==> src/rtl/branch_resolve_unit.sv <==
// EX-stage back end: registers ALU results into EX/MEM, redirects the PC on a taken branch
// and squashes the following wrong-path slots. Optional statistics counters: BRU_STATS_EN.
module branch_resolve_unit #(
    parameter int unsigned FLUSH_CYCLES = 2
) (
    input  logic        clk_i,
    input  logic        rst_i,
    input  logic        valid_i,
    input  logic        stall_i,
    input  logic        is_branch_i,
    input  logic        jump_i,
    input  logic [31:0] result_i,
    input  logic [31:0] target_i,
    input  logic [4:0]  rd_i,
    input  logic        reg_write_i,
    output logic        valid_o,
    output logic [31:0] result_o,
    output logic [4:0]  rd_o,
    output logic        reg_write_o,
    output logic        pc_src_o,
    output logic [31:0] pc_target_o,
    output logic        flush_o,
    output logic [15:0] branch_cnt_o,
    output logic [15:0] taken_cnt_o
);

    typedef enum logic {IDLE, SHADOW} state_e;

    localparam logic [2:0] FLUSH_INIT = 3'(FLUSH_CYCLES);

    state_e      state_q, state_d;
    logic [2:0]  shadow_cnt_q, shadow_cnt_d;
    logic        valid_q, valid_d;
    logic [31:0] result_q, result_d;
    logic [4:0]  rd_q, rd_d;
    logic        reg_write_q, reg_write_d;
    logic        pc_src_q, pc_src_d;
    logic [31:0] pc_target_q, pc_target_d;
    logic        flush_q, flush_d;

    logic accept, live, taken;

    assign accept = valid_i & ~stall_i;
    assign live   = accept & (state_q == IDLE);
    assign taken  = live & is_branch_i & jump_i;

    always_comb begin
        state_d      = state_q;
        shadow_cnt_d = shadow_cnt_q;
        valid_d      = valid_q;
        result_d     = result_q;
        rd_d         = rd_q;
        reg_write_d  = reg_write_q;
        pc_target_d  = pc_target_q;
        pc_src_d     = 1'b0;
        flush_d      = 1'b0;
        if (!stall_i) begin
            // Squashed slots still capture data; only valid/reg_write are gated.
            valid_d     = live;
            reg_write_d = live & reg_write_i;
            if (accept) begin
                result_d = result_i;
                rd_d     = rd_i;
            end
            case (state_q)
                IDLE: begin
                    if (taken) begin
                        pc_src_d     = 1'b1;
                        flush_d      = 1'b1;
                        pc_target_d  = target_i;
                        shadow_cnt_d = FLUSH_INIT;
                        state_d      = SHADOW;
                    end
                end
                SHADOW: begin
                    if (accept) begin
                        shadow_cnt_d = shadow_cnt_q - 3'd1;
                        if (shadow_cnt_q == 3'd1) begin
                            state_d = IDLE;
                        end
                    end
                end
                default: state_d = IDLE;
            endcase
        end
    end

    always_ff @(posedge clk_i or negedge rst_i) begin
        if (!rst_i) begin
            state_q      <= IDLE;
            shadow_cnt_q <= 3'd0;
            valid_q      <= 1'b0;
            result_q     <= 32'd0;
            rd_q         <= 5'd0;
            reg_write_q  <= 1'b0;
            pc_src_q     <= 1'b0;
            pc_target_q  <= 32'd0;
            flush_q      <= 1'b0;
        end else begin
            state_q      <= state_d;
            shadow_cnt_q <= shadow_cnt_d;
            valid_q      <= valid_d;
            result_q     <= result_d;
            rd_q         <= rd_d;
            reg_write_q  <= reg_write_d;
            pc_src_q     <= pc_src_d;
            pc_target_q  <= pc_target_d;
            flush_q      <= flush_d;
        end
    end

    assign valid_o     = valid_q;
    assign result_o    = result_q;
    assign rd_o        = rd_q;
    assign reg_write_o = reg_write_q;
    assign pc_src_o    = pc_src_q;
    assign pc_target_o = pc_target_q;
    assign flush_o     = flush_q;

`ifdef BRU_STATS_EN
    logic [15:0] branch_cnt_q, branch_cnt_d;
    logic [15:0] taken_cnt_q, taken_cnt_d;

    // Saturating counters over live (non-shadow, non-stalled) branches only.
    always_comb begin
        branch_cnt_d = branch_cnt_q;
        taken_cnt_d  = taken_cnt_q;
        if (live && is_branch_i) begin
            if (branch_cnt_q != 16'hFFFF) begin
                branch_cnt_d = branch_cnt_q + 16'd1;
            end
            if (jump_i && (taken_cnt_q != 16'hFFFF)) begin
                taken_cnt_d = taken_cnt_q + 16'd1;
            end
        end
    end

    always_ff @(posedge clk_i or negedge rst_i) begin
        if (!rst_i) begin
            branch_cnt_q <= 16'd0;
            taken_cnt_q  <= 16'd0;
        end else begin
            branch_cnt_q <= branch_cnt_d;
            taken_cnt_q  <= taken_cnt_d;
        end
    end

    assign branch_cnt_o = branch_cnt_q;
    assign taken_cnt_o  = taken_cnt_q;
`else
    assign branch_cnt_o = 16'h0000;
    assign taken_cnt_o  = 16'h0000;
`endif

endmodule

==> config.mk <==
export PLATFORM = sky130hd
export DESIGN_NAME = branch_resolve_unit
export DESIGN_NICKNAME = d
export VERILOG_FILES = /design/src/rtl/branch_resolve_unit.sv
export SDC_FILE = /design/constraint.sdc
export NUM_CORES = 1
export LEC_CHECK = 0
export ABC_AREA = 1
export CORE_MARGIN = 1.5
export CORE_UTILIZATION = 35
export CTS_CLUSTER_SIZE = 30
export DETAILED_ROUTE_END_ITERATION = 10
export PLACE_DENSITY_LB_ADDON = 0.12
export SLEW_MARGIN = 0
export SYNTH_ARGS = -nofsm -noshare
export SYNTH_HDL_FRONTEND = slang
export SYNTH_SLANG_ARGS = --single-unit
==> constraint.sdc <==
create_clock -name clk_i -period 1 [get_ports clk_i]
set_input_delay 0.2 -clock clk_i [delete_from_list [all_inputs] [get_ports clk_i]]
set_output_delay 0.2 -clock clk_i [all_outputs]
set_load 0.05 [all_outputs]
==> metrics.txt, run 1 <==
# TYPE chip_impl_metric gauge
chip_impl_metric{name="power.share.clock",unit="%"} 12.2
chip_impl_metric{name="synth.ff_latch_count",unit=""} 76
chip_impl_info{name="tritoncts",value="built"} 1
chip_impl_metric{name="power_report.internal_total",unit="mW"} 9.62
chip_impl_metric{name="multi_input_area",unit="sq um"} 1250
chip_impl_metric{name="numPlacedInstances",unit=""} 631
chip_impl_metric{name="grt_start_max_net_pins",unit=""} 30
chip_impl_metric{name="finalCriticalPeriod",unit="ns"} 1.15
chip_impl_metric{name="grt_util_all_layers",unit="%"} 19.4
chip_impl_metric{name="number_of_antenna_violations_at_the_first_check_in_global_routing",unit=""} 0
chip_impl_info{name="outcome",value="complete, but fails checks"} 1
chip_impl_info{name="yosys-top-cells-area",value="sky130_fd_sc_hd__dfrtp_1 (58%), sky130_fd_sc_hd__nand2_1 (22%), sky130_fd_sc_hd__buf_4 (8.8%)"} 1
chip_impl_metric{name="yosys_top_cell_area_share",unit="%"} 58.3
chip_impl_metric{name="max-vdd-ir-drop",unit="V"} 0.00170
chip_impl_metric{name="synth_sequential_area_ratio",unit="%"} 58.3
chip_impl_metric{name="initial_core_util",unit="%"} 35.6
chip_impl_info{name="violations",value="setup timing"} 1
chip_impl_metric{name="ys_types",unit=""} 18
chip_impl_metric{name="share_of_cells_above_drive_strength_1",unit="%"} 34.7
chip_impl_metric{name="cp.depth",unit=""} 1
chip_impl_metric{name="cts-htree-levels",unit=""} 3
chip_impl_metric{name="timing.setup.tns",unit="ns"} -12.29
chip_impl_metric{name="clock_skew",unit="ns"} 0.00716
chip_impl_metric{name="syn-instance-count",unit=""} 372
chip_impl_metric{name="syn-mean-instance-area",unit="sq um"} 8.76
chip_impl_metric{name="critPathBufInv",unit=""} 1
chip_impl_metric{name="grt_remaining_overflow",unit=""} 0
chip_impl_info{name="rr_startpoint",value="state_q"} 1
chip_impl_metric{name="die-width",unit="um"} 99.5
chip_impl_metric{name="yosys_warnings",unit=""} 0
chip_impl_metric{name="r2r_cells",unit=""} 6
chip_impl_metric{name="ctsLongestPathBuffers",unit=""} 2
chip_impl_metric{name="top_level_ports",unit=""} 181
chip_impl_metric{name="timing_hold_violations_final",unit=""} 0
chip_impl_metric{name="worst_slack",unit="ns"} -0.147
chip_impl_metric{name="cellLeakagePower",unit="nW"} 3.25
chip_impl_metric{name="timing.critical_path.arrival",unit="ns"} 0.95
chip_impl_metric{name="netSwitchingFraction",unit="%"} 42.1
chip_impl_metric{name="power.density",unit="nW/um^2"} 2570
chip_impl_metric{name="fin_crit_sh",unit="%"} 115
chip_impl_metric{name="final-setup-viol-count",unit=""} 108
chip_impl_metric{name="regToRegSetupSlack",unit="ns"} -0.14
chip_impl_metric{name="antenna_left",unit=""} 0
chip_impl_metric{name="finalMaxSlewViolations",unit=""} 0
chip_impl_metric{name="comb_power_share",unit="%"} 57.7
chip_impl_metric{name="seqPwrFrac",unit="%"} 30.1
chip_impl_metric{name="numPortBuffers",unit=""} 148
chip_impl_metric{name="numCtsBuffers",unit=""} 9
chip_impl_metric{name="syn-cell-area",unit="sq um"} 3260
chip_impl_metric{name="detail_route.vias_per_cell",unit=""} 4.42
chip_impl_metric{name="drtIter0Drc",unit=""} 103
chip_impl_metric{name="max-cap-violations",unit=""} 0
chip_impl_info{name="rr_endpoint",value="pc_target_o[22]"} 1
chip_impl_info{name="critical_path.slowest_cell",value="sky130_fd_sc_hd__dfrtp_1"} 1
chip_impl_metric{name="critPathRequiredTime",unit="ns"} 0.80
chip_impl_metric{name="core_area",unit="sq um"} 9150
chip_impl_info{name="worst_hold_check_path_type",value="in -> async"} 1
chip_impl_metric{name="layout.cells.non_filler",unit=""} 696
chip_impl_info{name="cp_cell_sequence",value="buf_12"} 1
chip_impl_metric{name="clock_sinks",unit=""} 76
chip_impl_metric{name="netSwitchingPower",unit="mW"} 6.98
chip_impl_metric{name="first_pass_grt_wire_length",unit="um"} 15000
chip_impl_metric{name="post-dp-hpwl",unit="um"} 6320
chip_impl_metric{name="flow.area_growth_from_synthesis",unit="%"} 98.4
chip_impl_metric{name="finalNetCount",unit=""} 659
chip_impl_info{name="area_leader_netlist",value="sky130_fd_sc_hd__dfrtp_1"} 1
chip_impl_metric{name="die-area",unit="sq um"} 9900
chip_impl_metric{name="critPathMaxStageDelay",unit="ns"} 0.44
chip_impl_metric{name="std_cell_rows",unit=""} 35
chip_impl_metric{name="max_clock_freq",unit="MHz"} 872
chip_impl_info{name="root_buffer_cell",value="sky130_fd_sc_hd__clkbuf_8"} 1
chip_impl_metric{name="worstPathMaxFanout",unit=""} 2
chip_impl_metric{name="post-route-drc-count",unit=""} 0
chip_impl_info{name="rsz0062_at_grt",value="true"} 1
chip_impl_metric{name="number_of_global_route_vias_before_repair",unit=""} 3016
chip_impl_info{name="path_delay_family",value="flip-flops"} 1
chip_impl_metric{name="sequential_cell_area",unit="sq um"} 1900
chip_impl_metric{name="detailedRoute.firstPassIterationCount",unit=""} 4
chip_impl_metric{name="total_wire_length_after_detailed_routing",unit="um"} 9560
chip_impl_info{name="worst_setup_path_start_kind",value="flip-flop"} 1
chip_impl_metric{name="worst_skew_pair.late_latency",unit="ns"} 0.34
chip_impl_metric{name="num-fill-cells",unit=""} 716
chip_impl_metric{name="routed_wire_length_per_instance",unit="um"} 13.7
chip_impl_metric{name="floorplan.die.height",unit="um"} 99.5
chip_impl_metric{name="gp_congestion",unit=""} 0.746
chip_impl_info{name="critical_path.endpoint_type",value="output pin"} 1
chip_impl_metric{name="diode_count",unit=""} 0
chip_impl_metric{name="clkTransAtPathRegs",unit="ns"} 0.08
chip_impl_info{name="worst-setup-path-type",value="reg -> out"} 1
chip_impl_metric{name="via_count",unit=""} 3074
per-stage QoR:
stage                     cell area (sq um)  utilization [%]  setup WS [ns]  power, mW  hold WS (ns)
after global routing                   6470             70.6         -0.194       17.4         0.249
after global placement                 5620             61.4         -0.445       13.4        0.0841
after detailed placement               5620             61.4         -0.458       13.5        0.0820
final                                  6470             70.6         -0.147       16.6         0.251
after CTS                              6180             67.6         -0.163       16.0         0.251
after floorplan                        3390                -       -0.00645       8.81       -0.0956
layout make-up:
class                           count  area share, %
Multi-Input combinational cell    268           19.3
Clock buffer                       12           2.24
Tap cell                          111           2.15
Timing Repair Buffer              217           46.1
Inverter                            9          0.600
Clock inverter                      3          0.232
Sequential cell                    76           29.5
logic make-up after synthesis:
kind of cell | after synthesis | share of synthesized area [%]
and+or+nand+nor | 231 | 28.7
DFF | 76 | 58.3
buffers and inverters | 59 | 11.6
AOI/OAI and AO/OA | 3 | 0.461
adders and majority gates | 2 | 0.768
other | 1 | 0.115
synthesized netlist by cell type:
| library cell | number |
|---|---|
| sky130_fd_sc_hd__nand2_1 | 192 |
| sky130_fd_sc_hd__dfrtp_1 | 76 |
| sky130_fd_sc_hd__buf_4 | 38 |
| sky130_fd_sc_hd__nand3_1 | 35 |
| sky130_fd_sc_hd__buf_2 | 6 |
| sky130_fd_sc_hd__inv_1 | 6 |
| sky130_fd_sc_hd__clkbuf_1 | 3 |
| sky130_fd_sc_hd__buf_1 | 2 |
| sky130_fd_sc_hd__ha_1 | 2 |
| sky130_fd_sc_hd__inv_2 | 2 |
| sky130_fd_sc_hd__nor2_4 | 2 |
| sky130_fd_sc_hd__o21ai_0 | 2 |
| sky130_fd_sc_hd__buf_6 | 1 |
| sky130_fd_sc_hd__clkinv_1 | 1 |
| sky130_fd_sc_hd__conb_1 | 1 |
| sky130_fd_sc_hd__nand2_2 | 1 |
| sky130_fd_sc_hd__nand3_2 | 1 |
| sky130_fd_sc_hd__o21ai_1 | 1 |
worst max-delay path by stage:
stage / startpoint / to / slack, ns
after floorplan: state_q / pc_target_o[13] / -0.006
after global placement: stall_i / pc_target_o[20] / -0.44
after detailed placement: stall_i / result_o[16] / -0.46
after CTS: flush_o / flush_o / -0.16
after global routing: state_q / pc_target_o[22] / -0.19
final: pc_target_o[6] / pc_target_o[6] / -0.15
repair_timing:
item                                    CTS  global route
hold buffers                              1             0
buffers inserted                         21            23
hold endpoints to repair                 57             0
pin swaps                                10            10
resized for setup                        37            22
cloned                                    6             1
endpoints found under the setup margin  147           111
power groups by stage:
stage	clock network (mW)	registers (mW)	logic, mW
after CTS	2.06	5.00	8.97
after detailed placement	0	5.03	8.47
final	2.02	5.00	9.59
after global routing	2.22	5.11	10.0
after global placement	0	4.98	8.40
after floorplan	0	7.43	1.38
sequential cells by signal, summed over array words and instances (netlist names):
register	cells
flush_o	1
pc_target_o	32
rd_o	5
reg_write_o	1
result_o	32
shadow_cnt_q	3
state_q	1
valid_o	1
layer usage:
| layer | vias to the layer above | global-route usage (%) | share of wire [%] |
|---|---|---|---|
| li1 | 1502 | - | - |
| met1 | 1454 | 23.8 | 41 |
| met2 | 110 | 32.6 | 50 |
| met3 | 8 | 6.82 | 7.1 |
| met4 | 0 | 5.20 | 1.0 |
| met5 | - | 0 | 0 |
placed cells by master (no fill, tap or decap):
cell and count:
sky130_fd_sc_hd__nand2_2 18, sky130_fd_sc_hd__nand2_1 173, sky130_fd_sc_hd__clkdlybuf4s50_1 72, sky130_fd_sc_hd__o21ai_2 1, sky130_fd_sc_hd__ha_4 1, sky130_fd_sc_hd__inv_2 6, sky130_fd_sc_hd__nand3_2 14, sky130_fd_sc_hd__bufbuf_16 2
sky130_fd_sc_hd__buf_12 81, sky130_fd_sc_hd__ha_1 1, sky130_fd_sc_hd__nand3_4 1, sky130_fd_sc_hd__inv_1 2, sky130_fd_sc_hd__buf_4 49, sky130_fd_sc_hd__nand3_1 21, sky130_fd_sc_hd__conb_1 32, sky130_fd_sc_hd__dlygate4sd3_1 1
sky130_fd_sc_hd__dlygate4sd2_1 2, sky130_fd_sc_hd__dfrtp_2 2, sky130_fd_sc_hd__dfrtp_1 74, sky130_fd_sc_hd__clkbuf_1 2, sky130_fd_sc_hd__o21ai_0 1, sky130_fd_sc_hd__clkinv_4 1, sky130_fd_sc_hd__o21ai_1 1, sky130_fd_sc_hd__buf_6 6
sky130_fd_sc_hd__nor2_4 2, sky130_fd_sc_hd__buf_16 3, sky130_fd_sc_hd__nand2_4 2, sky130_fd_sc_hd__clkinv_2 3, sky130_fd_sc_hd__clkbuf_8 10, sky130_fd_sc_hd__clkbuf_16 1
Note: power is estimated with default switching activity, not from simulation.
==> run 2: changes to the inputs <==
--- a/config.mk
+++ b/config.mk
@@ -7,7 +7,8 @@
 export LEC_CHECK = 0
 export ABC_AREA = 1
 export CORE_MARGIN = 1.5
-export CORE_UTILIZATION = 35
+export CORE_UTILIZATION = 36
+export CTS_BUF_LIST = sky130_fd_sc_hd__clkbuf_8
 export CTS_CLUSTER_SIZE = 30
 export DETAILED_ROUTE_END_ITERATION = 10
 export PLACE_DENSITY_LB_ADDON = 0.12
==> metrics.txt, run 2 (synthesis results as in run 1) <==
# TYPE chip_impl_metric gauge
chip_impl_metric{name="finish.instance_area",unit="sq um"} 6490
chip_impl_metric{name="drtIter0Drc",unit=""} 81
chip_impl_info{name="outcome",value="complete, but fails checks"} 1
chip_impl_metric{name="finalMaxSlewViolations",unit=""} 0
chip_impl_metric{name="std_cell_rows",unit=""} 34
chip_impl_metric{name="critPathBufInv",unit=""} 3
chip_impl_metric{name="max_clock_freq",unit="MHz"} 866
chip_impl_metric{name="max-cap-violations",unit=""} 0
chip_impl_metric{name="post-route-drc-count",unit=""} 0
chip_impl_metric{name="post-dp-hpwl",unit="um"} 6420
chip_impl_metric{name="power.density",unit="nW/um^2"} 2630
chip_impl_metric{name="finalNetCount",unit=""} 646
chip_impl_metric{name="finalCriticalPeriod",unit="ns"} 1.15
chip_impl_metric{name="dp_worst_setup_slack",unit="ns"} -0.507
chip_impl_info{name="final_common_cell",value="sky130_fd_sc_hd__nand2_1"} 1
chip_impl_metric{name="num-fill-cells",unit=""} 629
chip_impl_metric{name="detail_route.vias_per_cell",unit=""} 4.52
chip_impl_metric{name="fin_crit_sh",unit="%"} 115
chip_impl_info{name="worst_setup_path_start_kind",value="flip-flop"} 1
chip_impl_metric{name="antenna_left",unit=""} 0
chip_impl_metric{name="clock_skew",unit="ns"} 0.00827
chip_impl_info{name="violations",value="setup timing"} 1
chip_impl_metric{name="via_count",unit=""} 3081
chip_impl_metric{name="cts-htree-levels",unit=""} 3
chip_impl_metric{name="grt_remaining_overflow",unit=""} 0
chip_impl_info{name="worst_hold_check_path_type",value="in -> reg"} 1
chip_impl_metric{name="worst_skew_pair.late_latency",unit="ns"} 0.34
chip_impl_info{name="cp_cell_sequence",value="buf_6 > nor2_4 > buf_6 > clkbuf_16 > nand3_2 > nand2_1"} 1
chip_impl_metric{name="wl_met1",unit="um"} 3700
chip_impl_metric{name="gp_congestion",unit=""} 0.706
chip_impl_metric{name="comb_power_share",unit="%"} 56.7
chip_impl_metric{name="dpl-instance-area",unit="sq um"} 5550
chip_impl_info{name="top_layer_used",value="met4"} 1
chip_impl_metric{name="clock_sinks",unit=""} 76
chip_impl_metric{name="total_wire_length_after_detailed_routing",unit="um"} 9710
chip_impl_metric{name="numCtsBuffers",unit=""} 9
chip_impl_info{name="root_buffer_cell",value="sky130_fd_sc_hd__clkbuf_8"} 1
chip_impl_metric{name="core_area",unit="sq um"} 8760
chip_impl_metric{name="grt_start_max_net_pins",unit=""} 53
chip_impl_metric{name="wl_met3",unit="um"} 805
chip_impl_metric{name="ctsLongestPathBuffers",unit=""} 2
chip_impl_metric{name="timing_hold_violations_final",unit=""} 0
chip_impl_metric{name="power_report.internal_total",unit="mW"} 9.94
chip_impl_metric{name="netSwitchingFraction",unit="%"} 41.8
chip_impl_metric{name="share_of_cells_above_drive_strength_1",unit="%"} 38.9
chip_impl_metric{name="top_level_ports",unit=""} 181
chip_impl_metric{name="die-area",unit="sq um"} 9630
chip_impl_metric{name="flow.area_growth_from_synthesis",unit="%"} 99.0
chip_impl_metric{name="grt_util_all_layers",unit="%"} 18.7
chip_impl_metric{name="timing.setup.tns",unit="ns"} -12.47
chip_impl_metric{name="netSwitchingPower",unit="mW"} 7.12
chip_impl_info{name="tritoncts",value="built"} 1
chip_impl_metric{name="initial_core_util",unit="%"} 37.2
chip_impl_metric{name="power.share.clock",unit="%"} 13.8
chip_impl_info{name="most_frequent_cells_in_the_layout",value="sky130_fd_sc_hd__nand2_1 (160), sky130_fd_sc_hd__buf_12 (78), sky130_fd_sc_hd__clkdlybuf4s50_1 (72)"} 1
chip_impl_info{name="path_delay_family",value="flip-flops"} 1
chip_impl_metric{name="sequential_cell_area",unit="sq um"} 1910
chip_impl_metric{name="amount_of_wire_on_met2_after_detailed_routing",unit="um"} 5150
chip_impl_metric{name="numPortBuffers",unit=""} 148
chip_impl_metric{name="worstPathMaxFanout",unit=""} 5
chip_impl_metric{name="critPathRequiredTime",unit="ns"} 1.28
chip_impl_info{name="rsz0062_at_grt",value="true"} 1
chip_impl_metric{name="seqPwrFrac",unit="%"} 29.5
chip_impl_metric{name="floorplan.die.height",unit="um"} 98.2
chip_impl_metric{name="clkTransAtPathRegs",unit="ns"} 0.08
chip_impl_info{name="worst-setup-path-type",value="reg -> reg"} 1
chip_impl_metric{name="number_of_global_route_vias_before_repair",unit=""} 2969
chip_impl_metric{name="max-vdd-ir-drop",unit="V"} 0.00193
chip_impl_metric{name="critPathMaxStageDelay",unit="ns"} 0.43
chip_impl_info{name="crit_top_cell",value="sky130_fd_sc_hd__buf_6"} 1
chip_impl_metric{name="post-layout-total-power",unit="mW"} 17.1
chip_impl_metric{name="die-width",unit="um"} 98.2
chip_impl_metric{name="multi_input_area",unit="sq um"} 1380
chip_impl_metric{name="cellLeakagePower",unit="nW"} 3.16
chip_impl_metric{name="routed_wire_length_per_instance",unit="um"} 14.2
chip_impl_metric{name="final-setup-viol-count",unit=""} 107
chip_impl_metric{name="detailedRoute.firstPassIterationCount",unit=""} 4
chip_impl_metric{name="worst_slack",unit="ns"} -0.155
chip_impl_info{name="critical_path.endpoint_type",value="flip-flop"} 1
chip_impl_metric{name="first_pass_grt_wire_length",unit="um"} 14400
chip_impl_info{name="critical_path.slowest_cell",value="sky130_fd_sc_hd__dfrtp_2"} 1
chip_impl_metric{name="number_of_antenna_violations_at_the_first_check_in_global_routing",unit=""} 1
chip_impl_metric{name="timing.critical_path.arrival",unit="ns"} 1.43
-- run 2: worst paths after layout --
check                                start  depth (start not counted)              end  slack, ns
max                                state_q                          6  pc_target_o[16]      -0.15
min                                stall_i                          3          valid_o       0.35
max reg2reg                        state_q                          6  pc_target_o[16]      -0.15
min reg2reg                shadow_cnt_q[1]                          2  shadow_cnt_q[1]       0.51
max in group asynchronous            rst_i                          3  pc_target_o[19]       0.32
min in group asynchronous            rst_i                          3  pc_target_o[27]       0.38
-- run 2: repair_timing --
action                     CTS  global route
buffers inserted            17            20
setup endpoints to repair  148           111
hold endpoints to repair    76             0
cloned                       2             5
pin swaps                    5            30
resized for setup           27            67
hold buffers                 1             0
-- run 2: area by class of cell --
class | count | share of cell area (%)
Sequential cell | 76 | 29.5
Clock buffer | 10 | 2.12
Multi-Input combinational cell | 268 | 21.3
Clock inverter | 6 | 0.984
Inverter | 9 | 0.540
Timing Repair Buffer | 204 | 43.5
Antenna cell | 1 | 0.0386
Tap cell | 108 | 2.08
-- run 2: metal layers --
layer  vias up  track usage (%)
met3         6             7.80
met4         0             3.25
li1       1470                -
met2       110             33.3
met1      1495             21.1
met5         -                0
-- run 2: through the flow --
stage	hold slack, ns	util, %	cells
2_1_floorplan	-0.0956	-	403
3_3_place_gp	0.210	63.4	623
3_5_place_dp	0.211	63.4	623
4_1_cts	0.328	68.9	659
5_1_grt	0.368	74.0	681
6_report	0.353	74.0	682
-- run 2: power by group through the flow --
stage / clock, mW / combinational, mW / sequential (mW)
2_1_floorplan: 0 / 1.38 / 7.43
3_3_place_gp: 0 / 8.38 / 4.97
3_5_place_dp: 0 / 8.48 / 5.03
4_1_cts: 2.42 / 8.83 / 4.99
5_1_grt: 2.56 / 10.1 / 5.12
6_report: 2.35 / 9.68 / 5.03
-- run 2: worst register-to-register path, cell delays in order (launching register included) --
cell and delay (ns):
sky130_fd_sc_hd__dfrtp_2 0.43, sky130_fd_sc_hd__buf_6 0.12, sky130_fd_sc_hd__nor2_4 0.10, sky130_fd_sc_hd__buf_6 0.15, sky130_fd_sc_hd__clkbuf_16 0.15, sky130_fd_sc_hd__nand3_2 0.06
sky130_fd_sc_hd__nand2_1 0.08
